<file path="src/rtl/lane_gather_pkg.sv">
// Shared definitions for the lane gather pipe.
//   idx_w()        : bit-index width for a vector of n bits (never below 1)
//   MAX_IDX_W      : widest bit index a map entry can hold
//   map_entry_t    : one crossbar map entry {zero, src}
//   identity_entry : reset value of map entry d (pass bit d straight through)
package lane_gather_pkg;

   localparam int MAX_IDX_W = 16;

   function automatic int idx_w(input int n);
      return (n <= 2) ? 1 : $clog2(n);
   endfunction

   typedef struct packed {
      logic                 zero;
      logic [MAX_IDX_W-1:0] src;
   } map_entry_t;

   function automatic map_entry_t identity_entry(input int d);
      map_entry_t e;
      e.zero = 1'b0;
      e.src  = MAX_IDX_W'(d);
      return e;
   endfunction

endpackage

</file>
<file path="src/rtl/lane_skid_fifo.sv">
// Two-entry output buffer whose head and occupancy come straight from flops.
//   clk, rst      : clock, synchronous active-high reset
//   push          : write push_data (ignored when full)
//   push_data     : word to enqueue
//   pop           : consumer takes the head (ignored when empty)
//   not_full      : occupancy < 2, registered
//   not_empty     : occupancy > 0, registered
//   head_data     : oldest stored word, registered
module lane_skid_fifo #(
   parameter int DW = 8
) (
   input  logic          clk,
   input  logic          rst,
   input  logic          push,
   input  logic [DW-1:0] push_data,
   input  logic          pop,
   output logic          not_full,
   output logic          not_empty,
   output logic [DW-1:0] head_data
);

   logic [1:0]    count_q, count_d;
   logic [DW-1:0] head_q,  head_d;
   logic [DW-1:0] tail_q,  tail_d;
   logic          do_push, do_pop;

   assign not_full  = (count_q != 2'd2);
   assign not_empty = (count_q != 2'd0);
   assign head_data = head_q;

   assign do_push = push && not_full;
   assign do_pop  = pop  && not_empty;

   always_comb begin
      count_d = count_q;
      head_d  = head_q;
      tail_d  = tail_q;
      unique case (count_q)
         2'd0: begin
            if (do_push) begin
               head_d  = push_data;
               count_d = 2'd1;
            end
         end
         2'd1: begin
            // With one word held, a simultaneous push/pop replaces the head
            // so the new word is visible on the very next cycle.
            if (do_push && do_pop) begin
               head_d = push_data;
            end else if (do_push) begin
               tail_d  = push_data;
               count_d = 2'd2;
            end else if (do_pop) begin
               count_d = 2'd0;
            end
         end
         default: begin
            if (do_pop) begin
               head_d  = tail_q;
               count_d = 2'd1;
            end
         end
      endcase
   end

   always_ff @(posedge clk) begin
      if (rst) begin
         count_q <= 2'd0;
         head_q  <= '0;
         tail_q  <= '0;
      end else begin
         count_q <= count_d;
         head_q  <= head_d;
         tail_q  <= tail_d;
      end
   end

endmodule

</file>
<file path="src/rtl/lane_gather_pipe.sv">
// Bit-level gather crossbar followed by a two-entry output buffer.
// Every output bit d is either forced to 0 or copied from any input bit,
// as selected by a writable map table that resets to identity.
//   clk, rst             : clock, synchronous active-high reset
//   in_valid/in_ready    : input handshake, in_data packs NUM_CH x WIDTH
//   out_valid/out_ready  : output handshake, out_data same packing
//   cfg_we               : write map entry cfg_dst with {cfg_zero, cfg_src}
module lane_gather_pipe
   import lane_gather_pkg::*;
#(
   parameter  int NUM_CH = 4,
   parameter  int WIDTH  = 8,
   localparam int N      = NUM_CH * WIDTH,
   localparam int IW     = idx_w(N)
) (
   input  logic          clk,
   input  logic          rst,
   input  logic          in_valid,
   output logic          in_ready,
   input  logic [N-1:0]  in_data,
   output logic          out_valid,
   input  logic          out_ready,
   output logic [N-1:0]  out_data,
   input  logic          cfg_we,
   input  logic [IW-1:0] cfg_dst,
   input  logic [IW-1:0] cfg_src,
   input  logic          cfg_zero
);

   map_entry_t   map_q [N];
   map_entry_t   map_d [N];
   logic [N-1:0] routed;
   logic         cfg_ok;
   logic         fifo_not_full;
   logic         push, pop;

   // When N fills the index space exactly, every index is in range and a
   // compare would be constant, so skip it.
   if (N == (1 << IW)) begin : g_ok_full
      assign cfg_ok = 1'b1;
   end else begin : g_ok_cmp
      assign cfg_ok = (cfg_dst < IW'(N)) && (cfg_src < IW'(N));
   end

   always_comb begin
      for (int d = 0; d < N; d++) begin
         map_d[d] = map_q[d];
         if (cfg_we && cfg_ok && (cfg_dst == IW'(d))) begin
            map_d[d].zero = cfg_zero;
            map_d[d].src  = MAX_IDX_W'(cfg_src);
         end
      end
   end

   // Table updates land on the edge; the word accepted on that same edge
   // was already routed with the old contents.
   always_ff @(posedge clk) begin
      if (rst) begin
         for (int d = 0; d < N; d++) map_q[d] <= identity_entry(d);
      end else begin
         for (int d = 0; d < N; d++) map_q[d] <= map_d[d];
      end
   end

   for (genvar d = 0; d < N; d++) begin : g_xbar
      assign routed[d] = map_q[d].zero ? 1'b0 : in_data[map_q[d].src[IW-1:0]];
   end

   // Ready is held low while reset is asserted so no word slips in during
   // the reset cycle; it never looks at out_ready.
   assign in_ready = fifo_not_full && !rst;
   assign push     = in_valid && in_ready;
   assign pop      = out_valid && out_ready;

   lane_skid_fifo #(
      .DW (N)
   ) u_fifo (
      .clk       (clk),
      .rst       (rst),
      .push      (push),
      .push_data (routed),
      .pop       (pop),
      .not_full  (fifo_not_full),
      .not_empty (out_valid),
      .head_data (out_data)
   );

endmodule
</file>
<file path="config.mk">
export PLATFORM = sky130hd
export DESIGN_NAME = lane_gather_pipe
export DESIGN_NICKNAME = d
export VERILOG_FILES = /design/src/rtl/lane_gather_pkg.sv /design/src/rtl/lane_skid_fifo.sv /design/src/rtl/lane_gather_pipe.sv
export SDC_FILE = /design/constraint.sdc
export NUM_CORES = 1
export LEC_CHECK = 0
export ABC_CLOCK_PERIOD_IN_PS = 3800
export CORE_UTILIZATION = 30
export CTS_CLUSTER_DIAMETER = 200
export DETAILED_ROUTE_END_ITERATION = 10
export GPL_ROUTABILITY_DRIVEN = 0
export PLACE_DENSITY_LB_ADDON = 0.3
export SYNTH_ARGS = -nofsm -noshare
export SYNTH_HDL_FRONTEND = slang
export SYNTH_HIERARCHICAL = 1
export SYNTH_SLANG_ARGS = --single-unit
export TNS_END_PERCENT = 30
</file>
<file path="constraint.sdc">
create_clock -name clk -period 3.8 [get_ports clk]
set_input_delay 0.76 -clock clk [delete_from_list [all_inputs] [get_ports clk]]
set_output_delay 0.76 -clock clk [all_outputs]
set_load 0.005 [all_outputs]
</file>
==> run metrics, run 1 <==
outcome=complete, no violations; IO Port Bufs=81; crit-path cells=buf_4 > nand2b_1 > nor2b_1 > clkdlybuf4s50_1; cts bufs inserted=30; CP max stage delay=0.62 ns; critical path data required time=3.04 ns; Global Route Usage Sum=0.219; CP delay by family, top=buffers and inverters; post-synthesis sequential area ratio=0.269; CTS Root Cell=clkbuf_16; Worst VDD drop=0.000254 V; vias in the first global route=16300; crit path time final=3.03 ns; Arr. time, crit path=2.27 ns; CTS Hold Bufs=0; Final Cycle Share=0.797; post-DP HPWL=42.4 mm; Yosys reg bits=258; overall die height=255 µm; crit start category=flop; Slew @ Worst Pin=0.811 ns; DR DRC count=0; H-tree depth=1; setup TNS=0 ns; Routed Antenna Nets=0; synth unique cells=45; EDFF count, synth=0; Synth Area in Compound Gates=0.136; RSZ-0062 raised after global routing=no; row count=92; commonest non-fill, non-tap cell in the layout=dfxtp_1; Yosys warnings=6; Longest Clk Path Bufs=3; leak pwr=0.00734 µW; NumNets Final=1937; post-synthesis simple-gate area fraction=0.141; Tightest Hold Check Type=reg2reg; CTS clk-pin slew, worst paths=0.06 ns; layout cells sized above 1=0.251; Synth Area in Adders=0; met3 capacity usage during global routing=0.0546; CTS sink count=258; DIE AREA=65000 µm²; pwr dens=336 nW/µm²; clk_lat worst skew=0.59 ns; PostCTS Resize Cnt=0; Post-Syn Nets=2022; Avg Inst Size Synth=9.72 µm²; crit path capture type=primary output; Chip Width=255 µm; Setup CP Type=reg2out; Global Route met1 Usage=0.282; maxcap violations=0; CP max stage cell=buf_4; final instance area=21900 µm²; final core utilization=0.347; commonest non-fill, non-tap cells in the layout=dfxtp_1 (257), nand2_1 (226), mux4_2 (224); mux contribution to synthesized area=0.387; Slew Limit Fails=0; worst relative slew slack=0.459; routed wire length=71.8 mm; M2 GR Usage=0.350; placeable core region=63100 µm²; async set-or-reset flop fraction in the synthesized netlist=0; Clock Skew=0.00861 ns; WP buf/inv=2; peak fanout along the critical path=39; fin cells=2759; most used flip-flop cell after synthesis=dfxtp_1; Setup Buffers After CTS=0; Fmax=0.330 GHz; vias per cell=6.08; Syn Std Cell Area=19200 µm²; Final WS setup=0.770 ns; Initial Util=0.304; total grt overflow=0; Place WS=0.482 ns; Pre-Repair DR Iteration Count=5; CTS tree=built; Filler cells=6362; first-pass GRT wire length=107 mm; Iter 0 DRT Violations=1702; Cells after Synth=1974; post-synthesis xor/xnor area fraction=0; Post-Place Cells=2703; initial antenna violation count=7; Boundary Pins=82; busiest grt layer=met2; pin count of the biggest net entering global routing=78; drt wl/cell=26.0 µm; Vias=16800; main combinational cell family by area after synthesis=multiplexers; Final Hold Fails=0; placed instance area=20800 µm²; endpoints failing setup=0; area grow syn2layout=14.1%
==> worst reg2reg max path: stages (launching register included) <==
cell and delay (ns):
dfxtp_2 0.34, buf_4 0.62, nand2b_1 0.10, nor2b_1 0.16, and2_1 0.25, or2_1 0.24
buf_4 0.30, a21oi_1 0.26, a211oi_2 0.07
==> synthesized netlist by cell type (2+ instances only) <==
cell type,count,area share
dfxtp_1,258,0.27
nand2_1,226,0.044
mux4_2,224,0.26
clkbuf_1,190,0.037
mux2i_1,161,0.084
a21oi_1,159,0.041
nor2_1,101,0.020
buf_2,81,0.021
o21ai_0,80,0.021
nand3_1,72,0.019
mux2_2,68,0.040
nand3b_1,66,0.026
a211o_1,35,0.016
nand2b_1,33,0.011
a211oi_2,30,0.020
o221ai_1,28,0.013
o22ai_1,28,0.0091
and3_1,20,0.0065
inv_1,20,0.0039
buf_1,14,0.0027
a31oi_1,13,0.0042
nor2b_1,12,0.0039
o311a_1,8,0.0042
and2_1,6,0.0020
o211ai_1,4,0.0016
a2111oi_0,3,0.0014
a311oi_1,3,0.0014
a31o_2,3,0.0014
buf_6,3,0.0018
nand4b_1,3,0.0014
or3_1,3,0.00098
a211oi_1,2,0.00078
and4bb_2,2,0.0013
buf_4,2,0.00078
nor3_1,2,0.00052
nor4bb_1,2,0.0010
==> kinds of logic (layout without fill, tap and decap cells) <==
kind of cell,after synthesis,after routing
AO/OA/AOI/OAI,398,398
buffers and inverters,310,248
AND/OR/NAND/NOR,555,555
multiplexers,453,453
flip-flops,258,258
other,0,1
==> power breakdown <==
part	switching [µW]	internal (µW)	total, µW
Combinational	765	604	1370
Sequential	82.7	2770	2850
Clock	1250	1890	3140
Total	2090	5260	7360
==> stage by stage <==
stage	total power [µW]	hold slack (ns)
2_1_floorplan	3670	0.436
3_3_place_gp	4230	0.441
3_5_place_dp	4250	0.446
4_1_cts	7390	0.455
5_1_grt	7580	0.471
6_report	7360	0.452
==> routing by layer <==
layer / routed length (µm) / vias up
met5: 66 / -
met4: 2960 / 12
met3: 8370 / 234
met2: 32700 / 1012
met1: 27700 / 8316
li1: - / 7205
==> path summary, 6_finish.rpt <==
kind | from | to | slack, ns | cells after the start
setup / recovery | u_fifo/count_q[1] | in_ready | 0.77 | 4
hold / removal | u_fifo/tail_q[30] | u_fifo/tail_q[30] | 0.45 | 2
setup reg to reg | u_fifo/count_q[1] | u_fifo/head_data[13] | 1.32 | 8
hold reg to reg | u_fifo/tail_q[30] | u_fifo/tail_q[30] | 0.45 | 2
==> layout make-up <==
cell class	count	area, µm²	share of cell area
inverters	20	75.1	0.00343
diodes	1	2.50	0.000114
clock inverters	12	169	0.00771
well taps	846	1060	0.0483
multi-input cells	1406	12800	0.583
flip-flops and latches	258	5170	0.236
clock buffers	43	891	0.0407
repair buffers	173	1770	0.0807
==> sequential cells by signal (all words and copies together), names as in the netlist <==
signal	count
u_fifo/tail_q	32
u_fifo/head_data	32
u_fifo/count_q	2
map_q	192
Note: power is estimated with default switching activity, not from simulation.
==> run 2: changes to the inputs <==
ABC_CLOCK_PERIOD_IN_PS = 2540   (was 3800)
clock period = 2.54 ns   (was 3.8 ns; I/O delays follow)
==> run metrics, run 2 (synthesized netlist as in run 1, its figures left out) <==
routed wire length=71.1 mm; DR DRC count=0; Chip Width=255 µm; commonest non-fill, non-tap cells in the layout=dfxtp_1 (257), nand2_1 (226), mux4_2 (224); Setup CP Type=reg2out; Vias=17300; cts bufs inserted=29; placeable core region=63100 µm²; Arr. time, crit path=1.89 ns; Iter 0 DRT Violations=1978; CTS tree=built; placed instance area=21800 µm²; worst relative slew slack=0.277; layout cells sized above 1=0.282; leak pwr=0.00787 µW; Worst VDD drop=0.000437 V; drt wl/cell=25.1 µm; CP max stage delay=0.52 ns; endpoints failing setup=0; crit path capture type=primary output; pwr dens=492 nW/µm²; vias in the first global route=16600; Boundary Pins=82; RSZ-0062 raised after global routing=no; fin cells=2839; clk_lat worst skew=0.58 ns; Longest Clk Path Bufs=3; H-tree depth=1; Tightest Hold Check Type=reg2reg; maxcap violations=0; Slew @ Worst Pin=1.08 ns; pin count of the biggest net entering global routing=195; IO Port Bufs=81; CTS Hold Bufs=0; total grt overflow=0; post-DP HPWL=43.7 mm; crit start category=flop; peak fanout along the critical path=8; row count=92; Final Cycle Share=0.944; Final Hold Fails=0; Slew Limit Fails=0; area grow syn2layout=19.2%; Routed Antenna Nets=0; final instance area=22900 µm²; vias per cell=6.08; max reg flops=192; outcome=complete, no violations; Global Route Usage Sum=0.216; NumNets Final=2018; CTS Root Cell=clkbuf_16; initial antenna violation count=5; PostCTS Resize Cnt=0; Clock Skew=0.0123 ns; Initial Util=0.304; CTS sink count=258; overall die height=255 µm; Pre-Repair DR Iteration Count=8; Post-Place Cells=2785; Setup Buffers After CTS=0; Most flops, register=map_q; critical path data required time=2.03 ns; Fmax=0.417 GHz; CTS clk-pin slew, worst paths=0.07 ns; crit path time final=2.40 ns; crit-path cells=nand2b_1 > nor2b_1 > clkdlybuf4s50_1; DIE AREA=65000 µm²; commonest non-fill, non-tap cell in the layout=dfxtp_1; Final Power=11300 µW; first-pass GRT wire length=107 mm; CP max stage cell=clkdlybuf4s50_1
==> run 2: cell count changes in the layout (fill, tap and decap cells not counted) <==
cell,delta
buf_4,+55
buf_12,+27
bufinv_16,+4
clkbuf_8,-4
clkbuf_1,-2
clkbuf_16,-2
clkinv_2,+1
clkinvlp_4,+1
==> run 2: cell type report <==
cell class                      count  area [µm²]
Antenna cell                        1        2.50
Clock buffer                       35         778
Clock inverter                     18         302
Fill cell                        6251       40200
Inverter                           20        75.1
Multi-Input combinational cell   1406       12800
Sequential cell                   258        5170
Tap cell                          846        1060
Timing Repair Buffer              255        2720
==> run 2: worst paths after layout <==
| check | slack, ns | to | depth (start not counted) | start |
|---|---|---|---|---|
| max | 0.14 | in_ready | 3 | u_fifo/count_q[0] |
| min reg2reg | 0.45 | u_fifo/tail_q[26] | 2 | u_fifo/tail_q[26] |
| max reg2reg | 0.22 | u_fifo/head_data[24] | 6 | map_q[0][408] |
| min | 0.45 | u_fifo/tail_q[26] | 2 | u_fifo/tail_q[26] |
==> run 2: routing by layer <==
metal | track usage | wire length (µm) | vias to the layer above
li1 | - | - | 7380
met1 | 0.281 | 28300 | 8650
met2 | 0.348 | 32500 | 979
met3 | 0.0402 | 6860 | 247
met4 | 0.0982 | 3380 | 8
met5 | 0 | 44 | -
==> run 2: power breakdown <==
part / switching [µW] / internal, µW
Clock: 1870 / 2990
Combinational: 1150 / 999
Sequential: 106 / 4140
==> run 2: through the flow <==
step                TNS [ns]  hold WS, ns  setup WS [ns]  utilization
CTS                        0        0.455          0.124        0.363
finish                     0        0.453          0.141        0.363
global route               0        0.470         0.0541        0.363
global placement       -7.95        0.441         -0.282        0.345
floorplan                  0        0.436          0.397            -
detailed placement    -10.06        0.446         -0.300        0.345
==> run 2: critical path, delay by kind of cell, from the launching register on <==
family        cells  cell delay (ns)
buf+inv           1             0.52
simple gates      2             0.30
flops             1             0.49
